**src/rtl/mem_atomic_ctrl.sv**
```systemverilog
// MEM-stage memory controller with LL/SC atomics: issues single-word bus
// transactions, tracks the link address and reports results to the pipeline.
module mem_atomic_ctrl #(
    parameter int unsigned TIMEOUT = 255
) (
    input  logic        clk,
    input  logic        rst,
    input  logic        flush_i,
    input  logic        op_valid_i,
    input  logic [1:0]  op_i,
    input  logic [31:0] addr_i,
    input  logic [31:0] wdata_i,
    input  logic        LLbit_i,
    input  logic        wb_LLbit_we_i,
    input  logic        wb_LLbit_value_i,
    output logic        bus_req_o,
    output logic        bus_we_o,
    output logic [31:0] bus_addr_o,
    output logic [31:0] bus_wdata_o,
    input  logic        bus_ack_i,
    input  logic [31:0] bus_rdata_i,
    output logic [31:0] rdata_o,
    output logic        rdata_valid_o,
    output logic        LLbit_we_o,
    output logic        LLbit_value_o,
    output logic        stallreq_o,
    output logic        bus_err_o
);

    typedef enum logic [1:0] {
        ST_IDLE = 2'd0,
        ST_BUS  = 2'd1,
        ST_DONE = 2'd2
    } state_t;

    localparam logic [1:0] OP_LW = 2'b00;
    localparam logic [1:0] OP_SW = 2'b01;
    localparam logic [1:0] OP_LL = 2'b10;
    localparam logic [1:0] OP_SC = 2'b11;
    localparam logic [7:0] TIMEOUT_CNT = 8'(TIMEOUT);

    state_t      state_q, state_d;
    logic [1:0]  op_q, op_d;
    logic [7:0]  cnt_q, cnt_d;
    logic [31:0] link_addr_q, link_addr_d;
    logic        bus_req_q, bus_req_d;
    logic        bus_we_q, bus_we_d;
    logic [31:0] bus_addr_q, bus_addr_d;
    logic [31:0] bus_wdata_q, bus_wdata_d;
    logic [31:0] rdata_q, rdata_d;
    logic        rdata_valid_q, rdata_valid_d;
    logic        llbit_we_q, llbit_we_d;
    logic        llbit_value_q, llbit_value_d;
    logic        bus_err_q, bus_err_d;

    logic eff_llbit;
    logic sc_fail;

    // The WB-stage LLbit write has not landed in the register yet, so bypass it.
    assign eff_llbit = wb_LLbit_we_i ? wb_LLbit_value_i : LLbit_i;
    assign sc_fail   = (op_i == OP_SC) && (!eff_llbit || (addr_i != link_addr_q));

    always_comb begin
        state_d       = state_q;
        op_d          = op_q;
        cnt_d         = cnt_q;
        link_addr_d   = link_addr_q;
        bus_req_d     = bus_req_q;
        bus_we_d      = bus_we_q;
        bus_addr_d    = bus_addr_q;
        bus_wdata_d   = bus_wdata_q;
        rdata_d       = rdata_q;
        rdata_valid_d = 1'b0;
        llbit_we_d    = 1'b0;
        llbit_value_d = 1'b0;
        bus_err_d     = 1'b0;

        if (flush_i) begin
            state_d   = ST_IDLE;
            bus_req_d = 1'b0;
            cnt_d     = 8'd0;
        end else begin
            case (state_q)
                ST_IDLE: begin
                    if (op_valid_i) begin
                        op_d        = op_i;
                        bus_addr_d  = addr_i;
                        bus_wdata_d = wdata_i;
                        bus_we_d    = op_i[0];
                        cnt_d       = 8'd0;
                        if (sc_fail) begin
                            state_d   = ST_DONE;
                            rdata_d   = 32'd0;
                            bus_req_d = 1'b0;
                        end else begin
                            state_d   = ST_BUS;
                            bus_req_d = 1'b1;
                        end
                    end
                end
                ST_BUS: begin
                    // An ack in the final wait cycle still wins over the timeout.
                    if (bus_ack_i) begin
                        state_d   = ST_DONE;
                        bus_req_d = 1'b0;
                        cnt_d     = 8'd0;
                        case (op_q)
                            OP_LW, OP_LL: rdata_d = bus_rdata_i;
                            OP_SC:        rdata_d = 32'd1;
                            default:      rdata_d = 32'd0;
                        endcase
                    end else if ((cnt_q + 8'd1) == TIMEOUT_CNT) begin
                        state_d   = ST_IDLE;
                        bus_req_d = 1'b0;
                        bus_err_d = 1'b1;
                        cnt_d     = 8'd0;
                    end else begin
                        cnt_d = cnt_q + 8'd1;
                    end
                end
                ST_DONE: begin
                    state_d       = ST_IDLE;
                    rdata_valid_d = 1'b1;
                    if (op_q == OP_LL) begin
                        llbit_we_d    = 1'b1;
                        llbit_value_d = 1'b1;
                        link_addr_d   = bus_addr_q;
                    end else if (op_q == OP_SC) begin
                        llbit_we_d    = 1'b1;
                        llbit_value_d = 1'b0;
                    end
                end
                default: begin
                    state_d   = ST_IDLE;
                    bus_req_d = 1'b0;
                end
            endcase
        end
    end

    always_ff @(posedge clk or negedge rst) begin
        if (!rst) begin
            state_q       <= ST_IDLE;
            op_q          <= OP_LW;
            cnt_q         <= 8'd0;
            link_addr_q   <= 32'd0;
            bus_req_q     <= 1'b0;
            bus_we_q      <= 1'b0;
            bus_addr_q    <= 32'd0;
            bus_wdata_q   <= 32'd0;
            rdata_q       <= 32'd0;
            rdata_valid_q <= 1'b0;
            llbit_we_q    <= 1'b0;
            llbit_value_q <= 1'b0;
            bus_err_q     <= 1'b0;
        end else begin
            state_q       <= state_d;
            op_q          <= op_d;
            cnt_q         <= cnt_d;
            link_addr_q   <= link_addr_d;
            bus_req_q     <= bus_req_d;
            bus_we_q      <= bus_we_d;
            bus_addr_q    <= bus_addr_d;
            bus_wdata_q   <= bus_wdata_d;
            rdata_q       <= rdata_d;
            rdata_valid_q <= rdata_valid_d;
            llbit_we_q    <= llbit_we_d;
            llbit_value_q <= llbit_value_d;
            bus_err_q     <= bus_err_d;
        end
    end

    assign bus_req_o     = bus_req_q;
    assign bus_we_o      = bus_we_q;
    assign bus_addr_o    = bus_addr_q;
    assign bus_wdata_o   = bus_wdata_q;
    assign rdata_o       = rdata_q;
    assign rdata_valid_o = rdata_valid_q;
    assign LLbit_we_o    = llbit_we_q;
    assign LLbit_value_o = llbit_value_q;
    assign bus_err_o     = bus_err_q;

    // Stall is combinational so the pipeline freezes in the same cycle an op arrives.
    assign stallreq_o = ((state_q == ST_IDLE) && op_valid_i && !flush_i) ||
                        (state_q == ST_BUS);

endmodule

```
**config.mk**
```make
export PLATFORM = sky130hd
export DESIGN_NAME = mem_atomic_ctrl
export DESIGN_NICKNAME = d
export VERILOG_FILES = /design/src/rtl/mem_atomic_ctrl.sv
export SDC_FILE = /design/constraint.sdc
export NUM_CORES = 1
export LEC_CHECK = 0
export ABC_AREA = 1
export BUFFER_PORTS_ARGS = -buffer_cell sky130_fd_sc_hd__buf_2
export CELL_PAD_IN_SITES_DETAIL_PLACEMENT = 2
export CELL_PAD_IN_SITES_GLOBAL_PLACEMENT = 2
export CORE_ASPECT_RATIO = 0.9
export CORE_MARGIN = 1.5
export CORE_UTILIZATION = 31
export CTS_BUF_LIST = sky130_fd_sc_hd__clkbuf_2 sky130_fd_sc_hd__clkbuf_4 sky130_fd_sc_hd__clkbuf_8
export DETAILED_ROUTE_END_ITERATION = 8
export PLACE_DENSITY_LB_ADDON = 0.1
export SLEW_MARGIN = 20
export SYNTH_ARGS = -nofsm -noshare
export SYNTH_HDL_FRONTEND = slang
export SYNTH_SLANG_ARGS = --single-unit
export TNS_END_PERCENT = 30
```
**constraint.sdc**
```tcl
create_clock -name clk -period 2.1 [get_ports clk]
set_input_delay 0.21 -clock clk [delete_from_list [all_inputs] [get_ports clk]]
set_output_delay 0.21 -clock clk [all_outputs]
set_load 0.03 [all_outputs]
```
-- Word-level counts from Yosys, hierarchy flattened
Index checks and enable logic that the tools add are counted.
- RAM bits: 0
- memories: 0
- bits in read-only memories: 0
- register bits after elaboration: 146
- bits in latches: 0
- word-level logic and storage cells: 82
- mux-type cells: 36
- add/sub/neg operators: 1
- eq/ne operators: 13
- $mul: 0
- order comparisons: 0
- reduce and logical (&&, ||, !) cells: 18
- bitwise gates (word level): 1
- div/mod/pow operators: 0
- shifts and indexed selects: 0
- operator list (kind ; count):
    $pmux 32 s2 ; 2
    $mux 32 ; 3
    $mux 8 ; 4
    $ne 32x32->1 ; 1
    $mux 1 ; 19
    $pmux 8 s2 ; 1
    $mux 2 ; 5
    $reduce_and 3->1 ; 3
    $add 8x1->8 const B ; 1
    $eq 2x2->1 const B ; 4
    $eq 8x8->1 const B ; 1
    $ne 2x2->1 const B ; 4
    $reduce_and 5->1 ; 1
    $logic_not 2->1 ; 2
    $ne 4x4->1 const B ; 1
    $pmux 2 s2 ; 1
    $reduce_and 2->1 ; 2
    $logic_and 1x1->1 ; 3
    $ne 3x3->1 const B ; 1
    $pmux 1 s3 ; 1
    $reduce_bool 3->1 ; 1
    $eq 2x1->1 const B ; 1
    $logic_not 1->1 ; 2
    $logic_or 1x1->1 ; 2
    3 further kinds ; 3

-- Depth between registers and ports, before layout
Gate-level depths: netlist of the first run.
- depth in word-level cells: 8
- gate-level depth with buffers: 14
- depth with buffers taken out: 13

-- Least setup slack after synthesis of the first run
No wires, ideal clock.
- kind: register to register
- start: reg cnt_q[0]
- end: reg bus_req_q (netlist: bus_req_o)
- cell stages (with the launch flop): 14
- path slack: 0.508 ns
- library setup time: 0.120 ns
- data required time: 1.980 ns
- clock period less this slack: 1.592 ns
- data arrival time: 1.472 ns
- cell sequence: dfrtp_1 ha_1 nand2_1 inv_1 nand2_1 nand2_1 nor2_1 nand2_1 nor2_1 nand2_1 a21oi_1 nand2_1 nand2_1 nand2_1
- word-level cells in the longest chain between the ends: 4
- RTL lines (item ; RTL line ; RTL):
    start, declared ; 44 ; logic [7:0] cnt_q, cnt_d;
    start signal, assigned ; 159 ; cnt_q <= cnt_d;
    $add 8x1->8 ; 112 ; end else if ((cnt_q + 8'd1) == TIMEOUT_CNT) begin
    $eq 8x8->1 ; 112 ;
    $ne 4x4->1 (no source line) ; - ;
    $reduce_and 3->1 (no source line) ; - ;
    end signal, assigned ; 161 ; bus_req_q <= bus_req_d;
    end, declared ; 46 ; logic bus_req_q, bus_req_d;
Every way passes these cells.
A chain may end at the register's enable or synchronous reset.

-- Final worst setup path of the first run
- start: reg state_q[1]
- end: reg rdata_q[27] (netlist: rdata_o[27])
- word-level cells in the longest chain between the ends: 3
- elaborated cells between the ends (all ways): 8
- RTL lines (item ; RTL line ; RTL):
    start, declared ; 42 ; state_t state_q, state_d;
    start signal, assigned ; 157 ; state_q <= state_d;
    $eq 2x1->1 or $logic_not 2->1 (tied branches) ; 83 ; case (state_q)
    $ne 2x2->1 (no source line) or $reduce_bool 2->1 (tied branches) ; - ;
    $reduce_and 5->1 (no source line) ; - ;
    end signal, assigned ; 165 ; rdata_q <= rdata_d;
    end, declared ; 50 ; logic [31:0] rdata_q, rdata_d;
Parallel ways exist; a longest one is shown, timed or not.

==> impl_metrics.json, run 1 <==
{
  "post_synth.cell_area_avg_um2": 9.430,
  "crit_fanout": 13,
  "synthCells": 680,
  "fmax_mhz": 519.2,
  "min_period_over_period_pct": 91.72,
  "clkSinkCount": 145,
  "crit_type": "register to register",
  "fin_setup_tns_ns": 0,
  "arrival_ns": 2.27,
  "clk_pin_slew_worst_paths_ns": 0.10,
  "die-area_um2": 21560,
  "portBuffers": 208,
  "clk_latency_ns": 0.46,
  "placed_area_um2": 7789,
  "final_hold_viol_count": 0,
  "io_pins": 209,
  "start_kind": "register",
  "worstHoldStart": "addr_i[15]",
  "area_growth_syn_to_layout_pct": 36.60,
  "cts_tree": "built",
  "ys_seq_area_share_pct": 56.59,
  "fin_nets": 1053,
  "ys_ff_latch": 145,
  "synthDominantCellAreaShare_pct": 56.59,
  "ant_nets": 0,
  "grt_pass1_vias": 6515,
  "htreeDepth": 4,
  "synth_edf_count": 0,
  "hold_path_class": "input pin to register",
  "final_max_slew_viol_count": 0,
  "numCtsBuffers": 17,
  "cap_violations": 0,
  "final_common_cell": "nand2_1",
  "ys_types": 24,
  "seqCellArea_um2": 3628,
  "final_cell_mix": "nand2_1 (242), buf_2 (207), dfrtp_1 (145), mux2_2 (57), nor2_1 (55)",
  "cp_cell_sequence": "nor2_2 -> clkinv_1 -> nor2_2 -> nor4_4 -> buf_4 -> buf_4 -> nand3_1 -> nand2_1",
  "fp.dieW_um": 154.6,
  "finClkSkew_ns": 0.02218,
  "synthArstFlopShare_pct": 100.0,
  "worst_slew_pin_slew_ns": 0.5258,
  "start_util_pct": 31.89,
  "setup_viol": 0,
  "dpl.hpwl_um": 14470,
  "dr.first_iter.drc_count": 117,
  "core_region_area_um2": 20110,
  "synth-warning-count": 0,
  "period_minus_slack_ns": 1.926,
  "gp_congestion": 0.7632,
  "num_vias": 5741,
  "cts_buffer_depth": 2,
  "cpMaxStageDelayCell": "dfrtp_1",
  "synth_area_um2": 6412,
  "yosysTopAreaCell": "dfrtp_1",
  "std_cell_rows": 49,
  "final_area_um2": 8760,
  "wl_um": 22530,
  "drt_pass1_iterations": 5,
  "cts-root-buf": "clkbuf_8",
  "ys.flop_type": "dfrtp_1",
  "n_fill_cell": 2201,
  "antenna_found_initial": 3,
  "hold_ws_ns": 0.02244,
  "p_leak_uw": 0.004618,
  "drive_gt1_share_pct": 35.21,
  "rsz0062_at_grt": "false",
  "powerDensity_nw_per_um2": 1191,
  "grt_pass1_wl_um": 35600,
  "synth_fp_nets": 788,
  "grt_max_degree": 45,
  "track_usage_pct": 21.43,
  "rr_startpoint": "state_q[1]$_DFFE_PN0P_",
  "status": "completed",
  "wl_per_cell_um": 18.56,
  "die_y_um": 139.4,
  "avgViaCountPerCell": 4.729,
  "endpoint_kind": "register",
  "crit_path_start": "state_q[1]$_DFFE_PN0P_",
  "yosys-top-cells-area": "dfrtp_1 (57%), nand2_1 (14%), mux2_2 (10%)",
  "ir_drop_uv": 590.0,
  "slew-limit-headroom_pct": 64.58,
  "drc": 0,
  "multi_input_area_um2": 2531,
  "worst_path_largest_cell_delay_ns": 0.46,
  "required_ns": 2.44,
  "overflow": 0
}
==> state kept, by name, summed over array words and instances, names as in the netlist <==
register / flops
bus_addr_o: 32
bus_wdata_o: 32
link_addr_q: 32
rdata_o: 32
cnt_q: 8
op_q: 2
state_q: 2
LLbit_value_o: 1
LLbit_we_o: 1
bus_err_o: 1
bus_req_o: 1
rdata_valid_o: 1
==> through the flow <==
step | setup WS (ns) | power, µW | cells | utilization (%)
6_report | 0.1740 | 10430 | 1214 | 43.56
5_1_grt | 0.005074 | 11030 | 1212 | 43.54
4_1_cts | 0.01310 | 10390 | 1203 | 42.99
3_5_place_dp | 0.05600 | 7736 | 1131 | 38.73
3_3_place_gp | 0.2103 | 7543 | 1131 | 38.73
2_1_floorplan | 0.5080 | 6453 | 680 | -
==> area by class of cell <==
| cell class | count | area share, % |
|---|---|---|
| Timing Repair Buffer | 274 | 19.30 |
| Clock inverter | 13 | 2.271 |
| Clock buffer | 18 | 2.828 |
| Sequential cell | 145 | 41.42 |
| Tap cell | 255 | 3.642 |
| Inverter | 37 | 1.585 |
| Antenna cell | 2 | 0.05713 |
| Multi-Input combinational cell | 470 | 28.90 |
==> synth_stat cells, drive strengths merged, types with 2 or more instances <==
cell type and number:
buf 17, nand3 41, dfrtp 145, clkbuf 12
a21oi 4, o21ai 22, ha 2, nand4 4
nand2 249, clkinv 2, mux2 57, xnor2 16
inv 35, o22ai 4, xor2 9, nor2 58
==> cell families (layout without fill, tap and decap cells) <==
kind of cell / Yosys count / count (layout) / synth area share, %
compound gates: 31 / 31 / 2.537
other cells: 0 / 2 / 0
buf+inv: 66 / 342 / 4.780
xor+xnor: 25 / 25 / 3.415
fa+ha+maj: 2 / 2 / 0.3902
simple gates: 354 / 355 / 22.28
mux: 57 / 57 / 10.01
flops: 145 / 145 / 56.59
==> worst paths after layout <==
path / endpoint / slack [ns] / cells past startpoint
min in group asynchronous: cnt_q[0]$_DFFE_PN0P_ / 0.23 / 2
worst min-delay path: bus_addr_o[15]$_DFFE_PN0P_ / 0.02 / 2
max in group asynchronous: bus_addr_o[11]$_DFFE_PN0P_ / 1.08 / 3
worst max register to register: rdata_o[27]$_DFFE_PN0P_ / 0.17 / 8
worst max-delay path: rdata_o[27]$_DFFE_PN0P_ / 0.17 / 8
worst min register to register: rdata_o[18]$_DFFE_PN0P_ / 0.48 / 2
==> per-layer routing <==
metal  track usage, %  share of wire, %
met1            24.29                40
met2            39.47                53
met3            5.668               4.7
met4            6.073               1.5
met5                0             0.044
==> report_power, final <==
part	total (µW)	internal, µW	switching, µW
logic	3720	1290	2440
clock network	2560	1350	1210
registers	4150	3580	567
total	10400	6210	4220
==> timing repair <==
item                                    in CTS  in global routing
endpoints found under the setup margin       0                 43
buffers inserted                             0                  8
resized for setup                            0                 11
hold buffers                                41                  0
hold endpoints to repair                    79                  0
==> worst max-delay path, delay by kind of cell (launching register included) <==
family	cells	cell delay, ns
and+or+nand+nor	5	0.80
DFF	1	0.46
buffers and inverters	3	0.57
(Power assumes the default switching activity.)
==> inputs of run 2 (changes only) <==
--- a/config.mk
+++ b/config.mk
@@ -11,7 +11,7 @@
 export CELL_PAD_IN_SITES_GLOBAL_PLACEMENT = 2
 export CORE_ASPECT_RATIO = 0.9
 export CORE_MARGIN = 1.5
-export CORE_UTILIZATION = 31
+export CORE_UTILIZATION = 28
 export CTS_BUF_LIST = sky130_fd_sc_hd__clkbuf_2 sky130_fd_sc_hd__clkbuf_4 sky130_fd_sc_hd__clkbuf_8
 export DETAILED_ROUTE_END_ITERATION = 8
 export PLACE_DENSITY_LB_ADDON = 0.1
==> constraint.sdc (replaced) <==
create_clock -name clk -period 1.5 [get_ports clk]
set_input_delay 0.15 -clock clk [delete_from_list [all_inputs] [get_ports clk]]
set_output_delay 0.15 -clock clk [all_outputs]
set_load 0.03 [all_outputs]
==> run 2 against run 1 <==
  * Hold slack better by 0.0031 ns
  * Cell count is 9.0% higher
  * Clock skew is 0.0020 ns lower
  * Fmax is 7.6% higher
  * Combinational power is 53% higher
  * Via count is 5.1% higher
  * Sequential power is 40% higher
  * Highest routed layer unchanged
  * Routed wire length is 4.6% higher
  * First-iteration DRC count is 86% higher
  * The flow now finishes with violations (setup timing)
  * Total power is 39% higher
==> impl_metrics.json, run 2 (synthesis results as in run 1) <==
{
  "status": "finished, violations left",
  "violations": "setup timing",
  "fin_util_pct": 43.56,
  "wl_um": 23570,
  "r2r_slack_ns": -0.29,
  "ant_nets": 0,
  "crit_type": "register to register",
  "finClkSkew_ns": 0.02022,
  "final_max_slew_viol_count": 0,
  "crit_fanout": 8,
  "start_kind": "register",
  "slew-limit-headroom_pct": 63.93,
  "portBuffers": 208,
  "p_leak_uw": 0.005058,
  "clk_pin_slew_worst_paths_ns": 0.10,
  "worstHoldStart": "bus_rdata_i[14]",
  "io_pins": 209,
  "endpoint_kind": "register",
  "gp_congestion": 0.7306,
  "hold_end": "rdata_o[14]$_DFFE_PN0P_",
  "cap_violations": 0,
  "hold_path_class": "input pin to register",
  "post-place-ws_ns": -0.4430,
  "htreeDepth": 4,
  "std_cell_rows": 52,
  "cts_tree": "built",
  "worst_slew_pin_slew_ns": 0.5370,
  "clk_latency_ns": 0.46,
  "dpl.hpwl_um": 15580,
  "start_util_pct": 28.48,
  "r2r_cells": 11,
  "fin_ws_ns": -0.2899,
  "cts_buffer_depth": 2,
  "arrival_ns": 2.15,
  "track_usage_pct": 20.13,
  "fin_nets": 1117,
  "antenna_found_initial": 4,
  "area_growth_syn_to_layout_pct": 52.92,
  "required_ns": 1.86,
  "switching_share_pct": 41.95,
  "wl_per_cell_um": 17.81,
  "grt_max_degree": 36,
  "dr.first_iter.drc_count": 218,
  "core_region_area_um2": 22510,
  "final_hold_viol_count": 0,
  "p_total_uw": 14550,
  "fmax_mhz": 558.7,
  "setup_viol": 102,
  "final_common_cell": "nand2_1",
  "powerDensity_nw_per_um2": 1484,
  "clkSinkCount": 145,
  "power.switching_uw": 6103,
  "final_cell_mix": "nand2_1 (222), buf_2 (206), dfrtp_1 (141), dlygate4sd3_1 (67), mux2_2 (57)",
  "min_period_over_period_pct": 119.3,
  "fin_cells": 1323,
  "period_minus_slack_ns": 1.790,
  "numCtsBuffers": 17,
  "r2r_end": "cnt_q[2]$_DFFE_PN0P_",
  "cts-root-buf": "clkbuf_8",
  "pwr-share-comb_pct": 39.1,
  "num_vias": 6031,
  "p_int_uw": 8445,
  "die-area_um2": 23820,
  "grt_pass1_vias": 6927,
  "drt_pass1_iterations": 4,
  "drive_gt1_share_pct": 42.37,
  "p_seq_share_pct": 39.8,
  "die_y_um": 146.6,
  "holdPathStages": 5,
  "p_clk_share_pct": 21.1,
  "n_fill_cell": 2503,
  "placed_cells": 1200,
  "overflow": 0,
  "ir_drop_uv": 844.9,
  "grt_pass1_wl_um": 37430,
  "drc": 0,
  "rr_startpoint": "cnt_q[1]$_DFFE_PN0P_",
  "fp.dieW_um": 162.5,
  "rsz0062_at_grt": "true",
  "avgViaCountPerCell": 4.559
}
[run 2: worst max-delay path by stage]
stage	from	to	slack, ns	cells after the start
floorplan	cnt_q[0]$_DFFE_PN0P_	bus_req_o$_DFFE_PN0P_	-0.05	13
global placement	link_addr_q[3]$_DFFE_PN0P_	rdata_o[6]$_DFFE_PN0P_	-0.37	10
detailed placement	link_addr_q[14]$_DFFE_PN0P_	rdata_o[19]$_DFFE_PN0P_	-0.44	11
CTS	link_addr_q[14]$_DFFE_PN0P_	rdata_o[9]$_DFFE_PN0P_	-0.30	12
global route	link_addr_q[15]$_DFFE_PN0P_	rdata_o[25]$_DFFE_PN0P_	-0.44	12
finish	cnt_q[1]$_DFFE_PN0P_	cnt_q[2]$_DFFE_PN0P_	-0.29	11
[run 2: power by group through the flow]
stage	Sequential [µW]	Clock, µW	Combinational (µW)
final	5790	3070	5690
after global routing	5940	3330	6130
after CTS	5770	3200	5630
after detailed placement	5810	0	5220
after global placement	5730	0	5040
after floorplan	7170	0	1870
[run 2: metal layers]
layer,GRT usage [%],up-vias,wire length [µm]
li1,-,2815,-
met5,0,-,29
met4,4.954,4,361
met2,36.32,139,12510
met1,23.71,3043,9451
met3,5.114,30,1219
[run 2: critical path: stages, from the launching register on]
cell     delay [ns]
dfrtp_1        0.44
ha_4           0.17
nand2_2        0.07
inv_4          0.08
nand2_4        0.06
buf_6          0.13
o21ai_4        0.15
nor2_2         0.06
nand2_2        0.14
buf_12         0.13
nand2_8        0.08
o31ai_4        0.20
[run 2: final cells by class]
| type | count | area [µm²] | share of cell area, % |
|---|---|---|---|
| Sequential cell | 145 | 3633 | 37.05 |
| Multi-Input combinational cell | 469 | 2766 | 28.21 |
| Timing Repair Buffer | 339 | 2489 | 25.38 |
| Tap cell | 297 | 371.6 | 3.790 |
| Clock buffer | 18 | 247.7 | 2.526 |
| Inverter | 37 | 150.1 | 1.531 |
| Clock inverter | 14 | 137.6 | 1.404 |
| Antenna cell | 4 | 10.01 | 0.1021 |
[run 2: stage by stage]
stage                     setup TNS [ns]  cell area [µm²]  hold slack (ns)
after CTS                         -16.01             9513         -0.07847
after global routing              -25.27             9798          0.02177
final                             -13.98             9806          0.02558
after detailed placement          -21.47             8154          0.09995
after floorplan                  -0.3044             6424          -0.1456
after global placement            -16.68             8154          0.09184
[run 2: what timing repair did]
| action | 4_1_cts | 5_1_grt |
|---|---|---|
| setup endpoints to repair | 134 | 138 |
| pin swaps | 14 | 10 |
| hold buffers | 66 | 1 |
| setup buffers | 12 | 6 |
| cloned | 1 | 2 |
| endpoints found under the hold margin | 190 | 1 |
| resized for setup | 65 | 48 |
